$ cat config.mk
export PLATFORM = sky130hd
export DESIGN_NAME = vga_timing_gen_flat
export DESIGN_NICKNAME = d
export VERILOG_FILES = /design/src/rtl/vga_timing_gen_if.sv /design/src/rtl/vga_timing_gen.sv /design/src/flat_wrapper.sv
export SDC_FILE = /design/constraint.sdc
export NUM_CORES = 1
export LEC_CHECK = 0
export CAP_MARGIN = 15
export CELL_PAD_IN_SITES_DETAIL_PLACEMENT = 2
export CELL_PAD_IN_SITES_GLOBAL_PLACEMENT = 2
export CORE_ASPECT_RATIO = 0.75
export CORE_MARGIN = 1.5
export CORE_UTILIZATION = 33
export DETAILED_ROUTE_END_ITERATION = 7
export PLACE_DENSITY_LB_ADDON = 0.25
export SLEW_MARGIN = 15
export SYNTH_ARGS = -nofsm -noshare
export SYNTH_HDL_FRONTEND = slang
export SYNTH_SLANG_ARGS = --single-unit
$ cat constraint.sdc
create_clock -name clk -period 3.2 [get_ports clk]
set_input_delay 0.32 -clock clk [delete_from_list [all_inputs] [get_ports clk]]
set_output_delay 0.32 -clock clk [all_outputs]
set_load 0.01 [all_outputs]
$ cat src/rtl/vga_timing_gen_if.sv
// vga_timing_gen_if: raster outputs shared by the timing generator and the pixel layers
interface vga_timing_gen_if;
  logic [9:0] x;
  logic [9:0] y;
  logic       video_on;
  logic       hsync;
  logic       vsync;
  logic       pix_tick;
  logic       line_start;
  logic       frame_start;
  modport master (output x, y, video_on, hsync, vsync, pix_tick, line_start, frame_start);
  modport slave  (input  x, y, video_on, hsync, vsync, pix_tick, line_start, frame_start);
endinterface

$ cat src/rtl/vga_timing_gen.sv
// vga_timing_gen: pixel-rate divider plus h/v raster counters with aligned sync, blanking and line/frame pulses
module vga_timing_gen #(
  parameter int CLK_DIV  = 2,
  parameter int H_ACTIVE = 640,
  parameter int H_FP     = 16,
  parameter int H_SYNC   = 96,
  parameter int H_BP     = 48,
  parameter int V_ACTIVE = 480,
  parameter int V_FP     = 10,
  parameter int V_SYNC   = 2,
  parameter int V_BP     = 33,
  parameter int SYNC_POL = 0
) (
  input logic              clk,
  input logic              rst_n,
  vga_timing_gen_if.master vga
);
  localparam int         DW       = CLK_DIV > 1 ? $clog2(CLK_DIV) : 1;
  localparam logic [DW-1:0] DIV_LAST = DW'(CLK_DIV - 1);
  localparam logic [9:0] H_LAST   = 10'(H_ACTIVE + H_FP + H_SYNC + H_BP - 1);
  localparam logic [9:0] V_LAST   = 10'(V_ACTIVE + V_FP + V_SYNC + V_BP - 1);
  localparam logic [9:0] H_ACT    = 10'(H_ACTIVE);
  localparam logic [9:0] V_ACT    = 10'(V_ACTIVE);
  localparam logic [9:0] HS_ON    = 10'(H_ACTIVE + H_FP);
  localparam logic [9:0] HS_OFF   = 10'(H_ACTIVE + H_FP + H_SYNC);
  localparam logic [9:0] VS_ON    = 10'(V_ACTIVE + V_FP);
  localparam logic [9:0] VS_OFF   = 10'(V_ACTIVE + V_FP + V_SYNC);
  localparam logic       SYNC_ON  = 1'(SYNC_POL);

  logic [DW-1:0] div;
  logic          tick;
  logic          x_wrap;
  logic          y_wrap;
  logic [9:0]    x_n;
  logic [9:0]    y_n;

  // Tick is combinational so it can lead the x change by one edge; forced low in reset.
  assign tick         = rst_n && div == DIV_LAST;
  assign vga.pix_tick = tick;
  assign x_wrap       = tick && vga.x == H_LAST;
  assign y_wrap       = x_wrap && vga.y == V_LAST;
  assign x_n          = tick ? (x_wrap ? '0 : vga.x + 10'd1) : vga.x;
  assign y_n          = x_wrap ? (y_wrap ? '0 : vga.y + 10'd1) : vga.y;

  // Clock divider: free-running modulo-CLK_DIV counter.
  always_ff @(posedge clk or negedge rst_n)
    if (!rst_n) div <= '0;
    else        div <= div == DIV_LAST ? '0 : div + 1'b1;

  // Counters and all decoded outputs load from next-state values so they switch on the same edge.
  always_ff @(posedge clk or negedge rst_n)
    if (!rst_n) begin
      vga.x           <= '0;
      vga.y           <= '0;
      vga.video_on    <= 1'b0;
      vga.hsync       <= ~SYNC_ON;
      vga.vsync       <= ~SYNC_ON;
      vga.line_start  <= 1'b0;
      vga.frame_start <= 1'b0;
    end else begin
      vga.x           <= x_n;
      vga.y           <= y_n;
      vga.video_on    <= x_n < H_ACT && y_n < V_ACT;
      vga.hsync       <= (x_n >= HS_ON && x_n < HS_OFF) ? SYNC_ON : ~SYNC_ON;
      vga.vsync       <= (y_n >= VS_ON && y_n < VS_OFF) ? SYNC_ON : ~SYNC_ON;
      vga.line_start  <= x_wrap;
      vga.frame_start <= y_wrap;
    end
endmodule

$ cat src/flat_wrapper.sv
// flat-port wrapper written by rule: the top's interface ports become plain ports
module vga_timing_gen_flat 
#(
  parameter int CLK_DIV  = 2,
  parameter int H_ACTIVE = 640,
  parameter int H_FP     = 16,
  parameter int H_SYNC   = 96,
  parameter int H_BP     = 48,
  parameter int V_ACTIVE = 480,
  parameter int V_FP     = 10,
  parameter int V_SYNC   = 2,
  parameter int V_BP     = 33,
  parameter int SYNC_POL = 0
)
  (clk, rst_n, vga_x, vga_y, vga_video_on, vga_hsync, vga_vsync, vga_pix_tick, vga_line_start, vga_frame_start);
  vga_timing_gen_if vga_i ();
  input logic clk;
  input logic rst_n;
  output wire logic [$bits(vga_i.x)-1:0] vga_x;
  output wire logic [$bits(vga_i.y)-1:0] vga_y;
  output wire logic [$bits(vga_i.video_on)-1:0] vga_video_on;
  output wire logic [$bits(vga_i.hsync)-1:0] vga_hsync;
  output wire logic [$bits(vga_i.vsync)-1:0] vga_vsync;
  output wire logic [$bits(vga_i.pix_tick)-1:0] vga_pix_tick;
  output wire logic [$bits(vga_i.line_start)-1:0] vga_line_start;
  output wire logic [$bits(vga_i.frame_start)-1:0] vga_frame_start;
  assign vga_x = vga_i.x;
  assign vga_y = vga_i.y;
  assign vga_video_on = vga_i.video_on;
  assign vga_hsync = vga_i.hsync;
  assign vga_vsync = vga_i.vsync;
  assign vga_pix_tick = vga_i.pix_tick;
  assign vga_line_start = vga_i.line_start;
  assign vga_frame_start = vga_i.frame_start;
  vga_timing_gen #(.CLK_DIV(CLK_DIV), .H_ACTIVE(H_ACTIVE), .H_FP(H_FP), .H_SYNC(H_SYNC), .H_BP(H_BP), .V_ACTIVE(V_ACTIVE), .V_FP(V_FP), .V_SYNC(V_SYNC), .V_BP(V_BP), .SYNC_POL(SYNC_POL)) u_core (.clk(clk), .rst_n(rst_n), .vga(vga_i));
endmodule
==> summary.md, run 1 <==
| Metric | Value |
|---|---|
| Run status | `finished, final reports clean` |
| Library cell with the largest summed area after synthesis | `sky130_fd_sc_hd__dfrtp_1` |
| Routability-driven placement congestion ratio | `0.818` |
| Required time at the worst-slack endpoint | `3340 ps` |
| CTS tree | `done` |
| Share of cells above drive strength 1 | `0.0941` |
| Wire length of the first global-routing pass | `6570 um` |
| Setup crit end kind | `flop` |
| Final clock period utilization by the worst path | `0.852` |
| Detailed-placement wirelength estimate | `3010 um` |
| Cell area after synthesis | `0.00139 mm^2` |
| Net Count, Synth | `150` |
| Count of buffering cells on the critical path with inverters included | `1` |
| Largest cells by area after synthesis | `sky130_fd_sc_hd__dfrtp_1 43%, sky130_fd_sc_hd__nand2_1 5.1%, sky130_fd_sc_hd__o21ai_0 4.7%, sky130_fd_sc_hd__nand4_1 4.5%, sky130_fd_sc_hd__dfstp_2 3.8%` |
| Clock-pin transition on the worst setup and hold timing paths | `90 ps` |
| Crit-path max FO | `17` |
| Maximum resistive drop on vdd | `0.000298 V` |
| Count of cells resized by post-cts repair | `0` |
| Vias after detailed routing | `1181` |
| Count of input and output buffers | `27` |
| Skew final | `0.675 ps` |
| Pins over their slew limit | `0` |
| Setup slack on the worst flop-to-flop path | `470 ps` |
| All-layer global routing usage | `0.185` |
| Achievable clock frequency | `0.367 GHz` |
| Clock share of power | `0.289` |
| Maximum number of pins on one net before global-route repair | `29` |
| Net total in the final layout | `176` |
| Mapped Cells | `145` |
| Cell Int Power | `0.534 mW` |
| Aggregate global routing overflow | `0` |
| Number of antenna violations at the first check in global routing | `0` |
| Via density per instance | `5.25` |
| Die Area | `0.00462 mm^2` |
| Register share of total power | `0.529` |
| Vert. Die Dim | `59.2 um` |
| Yosys cell types | `47` |
| Most instantiated library cell after synthesis | `sky130_fd_sc_hd__dfrtp_1` |
| Most instantiated cells after synthesis | `24 x sky130_fd_sc_hd__dfrtp_1, 19 x sky130_fd_sc_hd__nand2_1, 13 x sky130_fd_sc_hd__o21ai_0` |
| Number of buffers added by the clock tree synthesis step | `3` |
| Synth warnings | `0` |
| Setup TNS | `0 ps` |
| Crit-path leading delay family | `simple AND/OR/NAND/NOR gates` |
| Power density relative to cell area | `423 mW/mm^2` |
| Unrepaired setup endpoints after global routing | `false` |
| Count of routing violations after the opening detailed-route iteration | `35` |
| Max-slew headroom at the worst pin | `0.662` |
| Antenna diode count | `0` |
| I/O Pins | `28` |
| Site Rows | `20` |
| Routed Antenna Nets | `0` |
| Detailed-routing iteration count for the pre-antenna-repair pass | `4` |
| Detailed Route WL | `3980 um` |
| Average cell area after synthesis | `9.60 um^2` |
| Total Power | `0.742 mW` |
| Number of inserted filler cells in the final layout | `455` |
| Max Root-Sink Buffers | `2` |
| Class of the tightest hold or removal check | `flop to flop` |
| Delay contributed by the slowest stage of the critical path | `740 ps` |
| Shortest period the worst path allows | `2730 ps` |
| Share of synthesized flip-flops with an asynchronous set or reset | `1.00` |
| DIE WIDTH | `78.0 um` |
| Number of storage elements in the synthesis netlist | `26` |
| Final routed DRC violation total | `0` |
| Count of maximum capacitance violations | `0` |
| Proportion of power drawn by combinational gates | `0.182` |
| Total of endpoints with negative setup slack in the final report | `0` |
| Critical Setup Path Class | `flop to flop` |
| Area share of the largest cell type after synthesis | `0.432` |
| Library cell contributing the largest single delay on the critical path | `sky130_fd_sc_hd__or4_1` |
| Data arrival at the endpoint of the critical path | `2870 ps` |
| Average wire length per cell after detail routing | `17.7 um` |
| Worst-skew pair later-pin latency | `270 ps` |
| Maximum level of the CTS H-tree | `1` |
| Switching part of the total power | `0.280` |
| Initial core utilization | `0.343` |
| EDFF count, synth | `0` |
| Area growth from synthesis to final layout | `26.1%` |
| Ordered list of cells on the worst path | `ha_1 > nand2_1 > or4_1 > inv_1 > nand4b_1 > a221oi_2 > a211oi_1` |
| Placeable core region | `0.00405 mm^2` |
| Leakage power | `0.775 nW` |
| Critical Path Source Type | `flop` |
| Clock sinks | `26` |
| Post-CTS setup repair buffer count | `0` |
| Measured slew at the worst slew-check pin | `502 ps` |
| Number of global-route vias before repair | `1269` |
| Switching power of the nets | `0.208 mW` |
| Clock root buffer master | `sky130_fd_sc_hd__clkbuf_8` |
| Fin. Hold Viols | `0` |
| Commonest register cell after synthesis | `sky130_fd_sc_hd__dfrtp_1` |
| Sequential share of the synthesized area | `0.469` |
| Hold buffer count at cts | `0` |
[layout make-up]
| cell class | instances | area (um^2) | area share |
|---|---|---|---|
| Inverter | 11 | 41.3 | 0.0235 |
| Timing Repair Buffer | 29 | 285 | 0.163 |
| Sequential cell | 26 | 653 | 0.372 |
| Multi-Input combinational cell | 100 | 651 | 0.371 |
| Clock buffer | 4 | 55.1 | 0.0314 |
| Tap cell | 55 | 68.8 | 0.0392 |
[registers in the layout (all words and copies together), names as in the netlist]
name	flops
u_core.div	1
u_core.vga.frame_start	1
u_core.vga.hsync	1
u_core.vga.line_start	1
u_core.vga.video_on	1
u_core.vga.vsync	1
u_core.vga.x	10
u_core.vga.y	10
[per-stage QoR]
| step | util | worst slack [ps] | hold WS [ps] | instances | cell area (um^2) |
|---|---|---|---|---|---|
| floorplan | - | 1010 | 24.4 | 145 | 1390 |
| global placement | 0.419 | 304 | 515 | 221 | 1700 |
| detailed placement | 0.419 | 186 | 532 | 221 | 1700 |
| CTS | 0.433 | 464 | 546 | 225 | 1750 |
| global route | 0.433 | 273 | 567 | 225 | 1750 |
| finish | 0.433 | 475 | 542 | 225 | 1750 |
[layout by cell type (no fill, tap or decap), types with 2 or more instances in the layout]
cell type | netlist | layout
sky130_fd_sc_hd__nand3_1 | 8 | 8
sky130_fd_sc_hd__nor4_1 | 2 | 2
sky130_fd_sc_hd__nor2_1 | 3 | 3
sky130_fd_sc_hd__nor3_1 | 3 | 3
sky130_fd_sc_hd__a21o_1 | 2 | 2
sky130_fd_sc_hd__dfstp_2 | 2 | 2
sky130_fd_sc_hd__nand2_1 | 19 | 19
sky130_fd_sc_hd__xor2_1 | 4 | 4
sky130_fd_sc_hd__or3_1 | 2 | 2
sky130_fd_sc_hd__ha_1 | 3 | 3
sky130_fd_sc_hd__inv_1 | 11 | 11
sky130_fd_sc_hd__o21ai_0 | 13 | 13
sky130_fd_sc_hd__nand4b_1 | 2 | 2
sky130_fd_sc_hd__nand4_1 | 10 | 10
sky130_fd_sc_hd__buf_4 | 2 | 2
sky130_fd_sc_hd__clkbuf_8 | 0 | 4
sky130_fd_sc_hd__clkdlybuf4s50_1 | 0 | 27
sky130_fd_sc_hd__and3_1 | 2 | 2
sky130_fd_sc_hd__dfrtp_1 | 24 | 24
[final timing paths]
path	startpoint	endpoint	depth (start not counted)
max reg2reg	u_core.vga.x[0]$_DFF_PN0_	u_core.vga.video_on$_DFF_PN0_	7
min in group asynchronous	rst_n	u_core.vga.y[7]$_DFF_PN0_	2
min reg2reg	u_core.div$_DFF_PN0_	u_core.div$_DFF_PN0_	1
max	u_core.vga.x[0]$_DFF_PN0_	u_core.vga.video_on$_DFF_PN0_	7
max in group asynchronous	rst_n	u_core.vga.vsync$_DFF_PN1_	2
min	u_core.div$_DFF_PN0_	u_core.div$_DFF_PN0_	1
[power groups by stage]
stage | logic [mW] | registers, mW | clock network, mW
4_1_cts | 0.137 | 0.394 | 0.221
5_1_grt | 0.148 | 0.398 | 0.228
3_3_place_gp | 0.133 | 0.399 | 0
6_report | 0.135 | 0.392 | 0.214
3_5_place_dp | 0.137 | 0.400 | 0
2_1_floorplan | 0.0551 | 0.403 | 0
[kinds of logic after synthesis]
logic type | synth area share
and+or+nand+nor | 0.268
AOI/OAI and AO/OA | 0.141
DFF | 0.469
buffers and inverters | 0.0629
xor gates and xnor gates | 0.0315
adders and majority gates | 0.0270
[layer usage]
metal  global-route usage  share of wire  up-vias
li1                     -              -      577
met1                0.268           0.51      583
met2                0.294           0.45       19
met3               0.0338          0.031        2
met4               0.0306         0.0040        0
met5                    0              0        -
Note: power is estimated with default switching activity, not from simulation.
==> inputs of run 2 (changes only) <==
--- a/config.mk
+++ b/config.mk
@@ -6,11 +6,9 @@
 export NUM_CORES = 1
 export LEC_CHECK = 0
 export CAP_MARGIN = 15
-export CELL_PAD_IN_SITES_DETAIL_PLACEMENT = 2
-export CELL_PAD_IN_SITES_GLOBAL_PLACEMENT = 2
 export CORE_ASPECT_RATIO = 0.75
 export CORE_MARGIN = 1.5
-export CORE_UTILIZATION = 33
+export CORE_UTILIZATION = 40
 export DETAILED_ROUTE_END_ITERATION = 7
 export PLACE_DENSITY_LB_ADDON = 0.25
 export SLEW_MARGIN = 15
==> run 2 against run 1 <==
Final cell count decreased by 6.7%; die area shrank 17%; register-to-register slack better by 180 ps; clock skew rose by 11 ps; clock power up 25%; global-route usage down 0.20 points; critical path depth decreased by 1; critical endpoint is now u_core.vga.vsync$_DFF_PN1_.
==> summary.md, run 2 (synthesized netlist as in run 1, its figures left out) <==
| Metric | Value |
|---|---|
| Run status | `finished, final reports clean` |
| Hold wc startpoint | `u_core.div$_DFF_PN0_` |
| Final-layout worst hold slack | `525 ps (-16.9 ps)` |
| Largest registers | `u_core.vga.x (10), u_core.vga.y (10)` |
| Initial core utilization | `0.420 (+0.0770)` |
| Aggregate global routing overflow | `0 (unchanged)` |
| Crit-path max FO | `17 (unchanged)` |
| Routed Antenna Nets | `0 (unchanged)` |
| Final routed DRC violation total | `0 (unchanged)` |
| Most frequent cells in the layout | `27 x sky130_fd_sc_hd__clkdlybuf4s50_1, 24 x sky130_fd_sc_hd__dfrtp_1, 19 x sky130_fd_sc_hd__nand2_1` |
| Measured slew at the worst slew-check pin | `497 ps (-5.09 ps)` |
| PnR worst setup slack | `653 ps (+178 ps)` |
| Most common library cell in the layout ignoring fill and taps | `sky130_fd_sc_hd__clkdlybuf4s50_1` |
| I/O Pins | `28 (unchanged)` |
| Number of antenna violations at the first check in global routing | `0 (unchanged)` |
| CTS tree | `done` |
| Required time at the worst-slack endpoint | `3390 ps (+50 ps)` |
| Pre-CTS setup slack | `375 ps (+189 ps)` |
| Wire length of the first global-routing pass | `5290 um (-20%)` |
| Total of endpoints with negative setup slack in the final report | `0 (unchanged)` |
| Average wire length per cell after detail routing | `15.3 um (-14%)` |
| Utilization after layout | `0.529 (+0.0964)` |
| Pins over their slew limit | `0 (unchanged)` |
| Routability-driven placement congestion ratio | `0.800 (-2.2%)` |
| Launching element of the worst setup path | `u_core.vga.x[0]$_DFF_PN0_` |
| Post-route design area | `0.00175 mm^2 (-0.14%)` |
| Data arrival at the endpoint of the critical path | `2730 ps (-140 ps)` |
| Leakage power | `0.782 nW (+0.90%)` |
| Count of maximum capacitance violations | `0 (unchanged)` |
| All-layer global routing usage | `0.183 (-0.00198)` |
| Area growth from synthesis to final layout | `25.9%` |
| Number of global-route vias before repair | `1071 (-16%)` |
| Max-slew headroom at the worst pin | `0.666 (+0.00343)` |
| Maximum number of pins on one net before global-route repair | `29 (unchanged)` |
| Vias after detailed routing | `1224 (+3.6%)` |
| Setup crit end kind | `flop` |
| Final clock period utilization by the worst path | `0.796 (-0.0556)` |
| Worst-skew pair later-pin latency | `270 ps (about the same)` |
| Count of cells resized by post-cts repair | `0 (unchanged)` |
| Number of buffers added by the clock tree synthesis step | `3 (unchanged)` |
| Critical Setup Path Class | `flop to flop` |
| Detailed-routing iteration count for the pre-antenna-repair pass | `4 (unchanged)` |
| DIE WIDTH | `71.1 um (-8.8%)` |
| Shortest period the worst path allows | `2550 ps (-178 ps)` |
| Count of routing violations after the opening detailed-route iteration | `55 (+57%)` |
| Maximum level of the CTS H-tree | `1 (unchanged)` |
| Critical Path Source Type | `flop` |
| Number of inserted filler cells in the final layout | `318 (-30%)` |
| Clock sinks | `26 (unchanged)` |
| Antenna diode count | `0 (unchanged)` |
| Placeable core region | `0.00331 mm^2 (-18%)` |
| Origin of the critical flop-to-flop path | `u_core.vga.x[0]$_DFF_PN0_` |
| Vert. Die Dim | `54.1 um (-8.7%)` |
| Total Power | `0.795 mW (+7.1%)` |
| Power density relative to cell area | `454 mW/mm^2 (+7.3%)` |
| Share of cells above drive strength 1 | `0.0941 (unchanged)` |
| Via density per instance | `5.83 (+11%)` |
| Unrepaired setup endpoints after global routing | `false` |
| Achievable clock frequency | `0.393 GHz (+7.0%)` |
| Class of the tightest hold or removal check | `flop to flop` |
| Finished Layout Cells | `210 (-6.7%)` |
| Die Area | `0.00384 mm^2 (-17%)` |
| Skew final | `11.9 ps (+11.2 ps)` |
| Setup TNS | `0 ps (unchanged)` |
| Hold buffer count at cts | `0 (unchanged)` |
| Fin. Hold Viols | `0 (unchanged)` |
| Detailed-placement wirelength estimate | `2400 um (-20%)` |
| Cell area after placement | `0.00168 mm^2 (-1.1%)` |
| Clock root buffer master | `sky130_fd_sc_hd__clkbuf_8` |
| Count of input and output buffers | `27 (unchanged)` |
| Max Root-Sink Buffers | `2 (unchanged)` |
| Detailed Route WL | `3200 um (-20%)` |
| Clock-pin transition on the worst setup and hold timing paths | `90 ps (about the same)` |
| Maximum resistive drop on vdd | `0.000367 V (+23%)` |
| Post-CTS setup repair buffer count | `0 (unchanged)` |
| Instance count after placement with tap cells included | `206 (-6.8%)` |
| Net total in the final layout | `176 (unchanged)` |
| Site Rows | `18 (-10%)` |
-- run 2: cell types whose count changed in the layout (fill, tap and decap cells not counted), sizes merged --
cell / previous run / this run
bufinv: 0 / 1
clkbuf: 4 / 3
-- run 2: path summary, 6_finish.rpt --
check	slack (ps)	endpoint	cells after the start
setup / recovery	650	u_core.vga.vsync$_DFF_PN1_	6
hold / removal	520	u_core.div$_DFF_PN0_	1
setup reg to reg	650	u_core.vga.vsync$_DFF_PN1_	6
hold reg to reg	520	u_core.div$_DFF_PN0_	1
max in group asynchronous	2340	u_core.vga.hsync$_DFF_PN1_	2
min in group asynchronous	570	u_core.vga.x[8]$_DFF_PN0_	2
-- run 2: worst max-delay path, cell delays in order, from the launching register on --
cell	delay (ps)
sky130_fd_sc_hd__dfrtp_1	450
sky130_fd_sc_hd__ha_1	260
sky130_fd_sc_hd__nand2_1	120
sky130_fd_sc_hd__or4_1	730
sky130_fd_sc_hd__or3_2	550
sky130_fd_sc_hd__a32oi_1	210
sky130_fd_sc_hd__nand4_1	140
-- run 2: metal layers --
| layer | track usage | up-vias | wire, um |
|---|---|---|---|
| met2 | 0.276 | 44 | 1430 |
| met5 | 0 | - | 0 |
| met4 | 0.0409 | 0 | 7 |
| met3 | 0.0449 | 2 | 161 |
| li1 | - | 575 | - |
| met1 | 0.266 | 603 | 1610 |
-- run 2: where the power goes --
part / switching [mW] / internal (mW) / total, mW / leakage [nW]
clock: 0.100 / 0.167 / 0.268 / 0.0357
sequential: 0.0436 / 0.353 / 0.396 / 0.323
combinational: 0.0594 / 0.0710 / 0.130 / 0.423
total: 0.203 / 0.591 / 0.795 / 0.782
-- run 2: area by class of cell --
cell class	count	area, um^2	area share
Clock inverter	1	30.0	0.0171
Clock buffer	3	41.3	0.0236
Tap cell	40	50.0	0.0286
Inverter	11	41.3	0.0236
Timing Repair Buffer	29	285	0.163
Multi-Input combinational cell	100	651	0.371
Sequential cell	26	653	0.373
==> inputs of run 3 (changes only) <==
==> constraint.sdc (replaced) <==
create_clock -name clk -period 2.25 [get_ports clk]
set_input_delay 0.225 -clock clk [delete_from_list [all_inputs] [get_ports clk]]
set_output_delay 0.225 -clock clk [all_outputs]
set_load 0.01 [all_outputs]
==> run 3 against run 2 <==
Flip-flop and latch count unchanged; critical path depth unchanged; setup slack lost 540 ps; register-to-register slack got worse by 510 ps; clock power increased by 48%; via count grew 3.1%; first-iteration DRC count grew to 2.5 times the previous value; sequential share of layout area fell by 3.5 points; final cell count increased by 10%; global-route usage up 1.2 points; power rose by 53%; non-clock buffer count increased by 22.
==> summary.md, run 3 (synthesized netlist as in run 1, its figures left out) <==
| Metric | Value |
|---|---|
| Wire length of the first global-routing pass | `5640 um (+6.8%)` |
| Routed Antenna Nets | `0 (unchanged)` |
| Net total in the final layout | `198 (+13%)` |
| Number of antenna violations at the first check in global routing | `0 (unchanged)` |
| Pins over their slew limit | `0 (unchanged)` |
| CTS tree | `done` |
| Cell count of the worst reg-to-reg path | `6 (unchanged)` |
| Setup slack on the worst flop-to-flop path | `140 ps (-510 ps)` |
| Met3 wire length | `301 um (+87%)` |
| Total of endpoints with negative setup slack in the final report | `0 (unchanged)` |
| Area of the multi-input gates | `661 um^2 (+1.5%)` |
| Achievable clock frequency | `0.468 GHz` |
| Max Root-Sink Buffers | `2 (unchanged)` |
| Count of maximum capacitance violations | `0 (unchanged)` |
| Detailed Route WL | `3310 um (+3.4%)` |
| Post-route design area | `0.00193 mm^2 (+10%)` |
| Placeable core region | `0.00331 mm^2 (unchanged)` |
| Met2 Routed Length | `1340 um (-5.8%)` |
| Unrepaired setup endpoints after global routing | `false` |
| Routability-driven placement congestion ratio | `0.841 (+5.2%)` |
| Count of routing violations after the opening detailed-route iteration | `140 (+150%)` |
| Maximum number of pins on one net before global-route repair | `29 (unchanged)` |
| Initial core utilization | `0.420 (unchanged)` |
| Antenna diode count | `0 (unchanged)` |
| Measured slew at the worst slew-check pin | `385 ps (-112 ps)` |
| Most frequent cells in the layout | `27 x sky130_fd_sc_hd__clkdlybuf4s50_1, 24 x sky130_fd_sc_hd__dfrtp_1, 23 x sky130_fd_sc_hd__buf_4` |
| Via density per instance | `5.44 (-6.7%)` |
| Average wire length per cell after detail routing | `14.3 um (-6.4%)` |
| Data arrival at the endpoint of the critical path | `2300 ps (-430 ps)` |
| Final-layout worst hold slack | `401 ps (-124 ps)` |
| Maximum resistive drop on vdd | `0.000485 V (+32%)` |
| Combined flip-flop and latch cell area | `653 um^2 (unchanged)` |
| Critical Path Source Type | `input port` |
| Post-route met1 wirelength | `1650 um (+2.7%)` |
| DIE WIDTH | `71.1 um (unchanged)` |
| Setup crit end kind | `flop` |
| Power density relative to cell area | `630 mW/mm^2 (+39%)` |
| Clock root buffer master | `sky130_fd_sc_hd__clkbuf_8` |
| I/O Pins | `28 (unchanged)` |
| Class of the tightest hold or removal check | `input port to async pin` |
| Most common library cell in the layout ignoring fill and taps | `sky130_fd_sc_hd__clkdlybuf4s50_1` |
| Clock sinks | `26 (unchanged)` |
| Critical Setup Path Class | `input port to flop` |
| Number of inserted filler cells in the final layout | `275 (-14%)` |
| Number of buffers added by the clock tree synthesis step | `3 (unchanged)` |
| Run status | `finished, final reports clean` |
| Largest registers | `u_core.vga.x (10), u_core.vga.y (10)` |
| Detailed-routing iteration count for the pre-antenna-repair pass | `4 (unchanged)` |
| Cell area after placement | `0.00185 mm^2 (+9.8%)` |
| Die Area | `0.00384 mm^2 (unchanged)` |
| Maximum level of the CTS H-tree | `1 (unchanged)` |
| Required time at the worst-slack endpoint | `2420 ps (-970 ps)` |
| Shortest period the worst path allows | `2140 ps` |
| Skew final | `13.3 ps (+1.40 ps)` |
| Reg-to-reg critical path endpoint | `u_core.vga.video_on$_DFF_PN0_` |
| Count of input and output buffers | `27 (unchanged)` |
| All-layer global routing usage | `0.195 (+0.0123)` |
| Origin of the critical flop-to-flop path | `u_core.vga.x[0]$_DFF_PN0_` |
| Vias after detailed routing | `1262 (+3.1%)` |
| Share of cells above drive strength 1 | `0.208 (+0.114)` |
| Max-slew headroom at the worst pin | `0.740 (+0.0744)` |
| Aggregate global routing overflow | `0 (unchanged)` |
| Final clock period utilization by the worst path | `0.949` |
| Site Rows | `18 (unchanged)` |
| Clock-pin transition on the worst setup and hold timing paths | `100 ps (about the same)` |
| Crit-path max FO | `9 (-8)` |
| Area growth from synthesis to final layout | `38.8%` |
| Final routed DRC violation total | `0 (unchanged)` |
| Worst-skew pair later-pin latency | `280 ps (about the same)` |
| Hold buffer count at cts | `0 (unchanged)` |
| Vert. Die Dim | `54.1 um (unchanged)` |
| Fin. Hold Viols | `0 (unchanged)` |
| Number of global-route vias before repair | `1170 (+9.2%)` |
| Leakage power | `0.889 nW (+14%)` |
| Detailed-placement wirelength estimate | `2470 um (+3.2%)` |
| Top routing layer used | `met4` |
-- run 3: power by group --
group	switching, mW	internal (mW)
sequential	0.0365	0.502
combinational	0.127	0.155
clock	0.158	0.239
total	0.321	0.896
-- run 3: layout make-up --
cell class,instances,area share
clock buffers,3,0.0214
clock inverters,1,0.0156
inverters,11,0.0214
multi-input cells,100,0.342
flip-flops and latches,26,0.338
well taps,40,0.0259
repair buffers,51,0.235
-- run 3: critical path: stages --
cell                              delay (ps)
sky130_fd_sc_hd__clkdlybuf4s50_1         560
sky130_fd_sc_hd__nand4_4                 120
sky130_fd_sc_hd__or4_4                   590
sky130_fd_sc_hd__or3_4                   400
sky130_fd_sc_hd__a221oi_2                280
sky130_fd_sc_hd__a211oi_1                120
-- run 3: worst max path at each step --
stage	start	to	slack [ps]	depth (start not counted)
after floorplan	u_core.vga.x[0]$_DFF_PN0_	u_core.vga.video_on$_DFF_PN0_	60	7
after global placement	rst_n	u_core.vga.video_on$_DFF_PN0_	-230	6
after detailed placement	rst_n	u_core.vga.video_on$_DFF_PN0_	-290	7
after CTS	rst_n	vga_pix_tick	30	5
after global routing	u_core.vga.x[0]$_DFF_PN0_	u_core.vga.vsync$_DFF_PN1_	0.5	6
final	rst_n	u_core.vga.video_on$_DFF_PN0_	110	6
-- run 3: per-layer routing --
layer,up-vias,track usage
met4,0,0.0535
met5,-,0
met1,577,0.285
met3,3,0.0637
li1,622,-
met2,60,0.276
-- run 3: what timing repair did --
item                                    4_1_cts  5_1_grt
gates cloned                                  0        0
resized for setup                             1        4
buffers inserted                              0        0
endpoints found under the setup margin        1        2
-- run 3: through the flow --
stage          setup WS, ps  TNS [ps]  instances   util  power [mW]
2_1_floorplan          60.3         0        145      -       0.652
3_3_place_gp           -229      -638        228  0.557       0.822
3_5_place_dp           -290     -1010        228  0.557       0.827
4_1_cts                27.5         0        232  0.580        1.22
5_1_grt               0.465         0        232  0.583        1.29
6_report                114         0        232  0.583        1.22
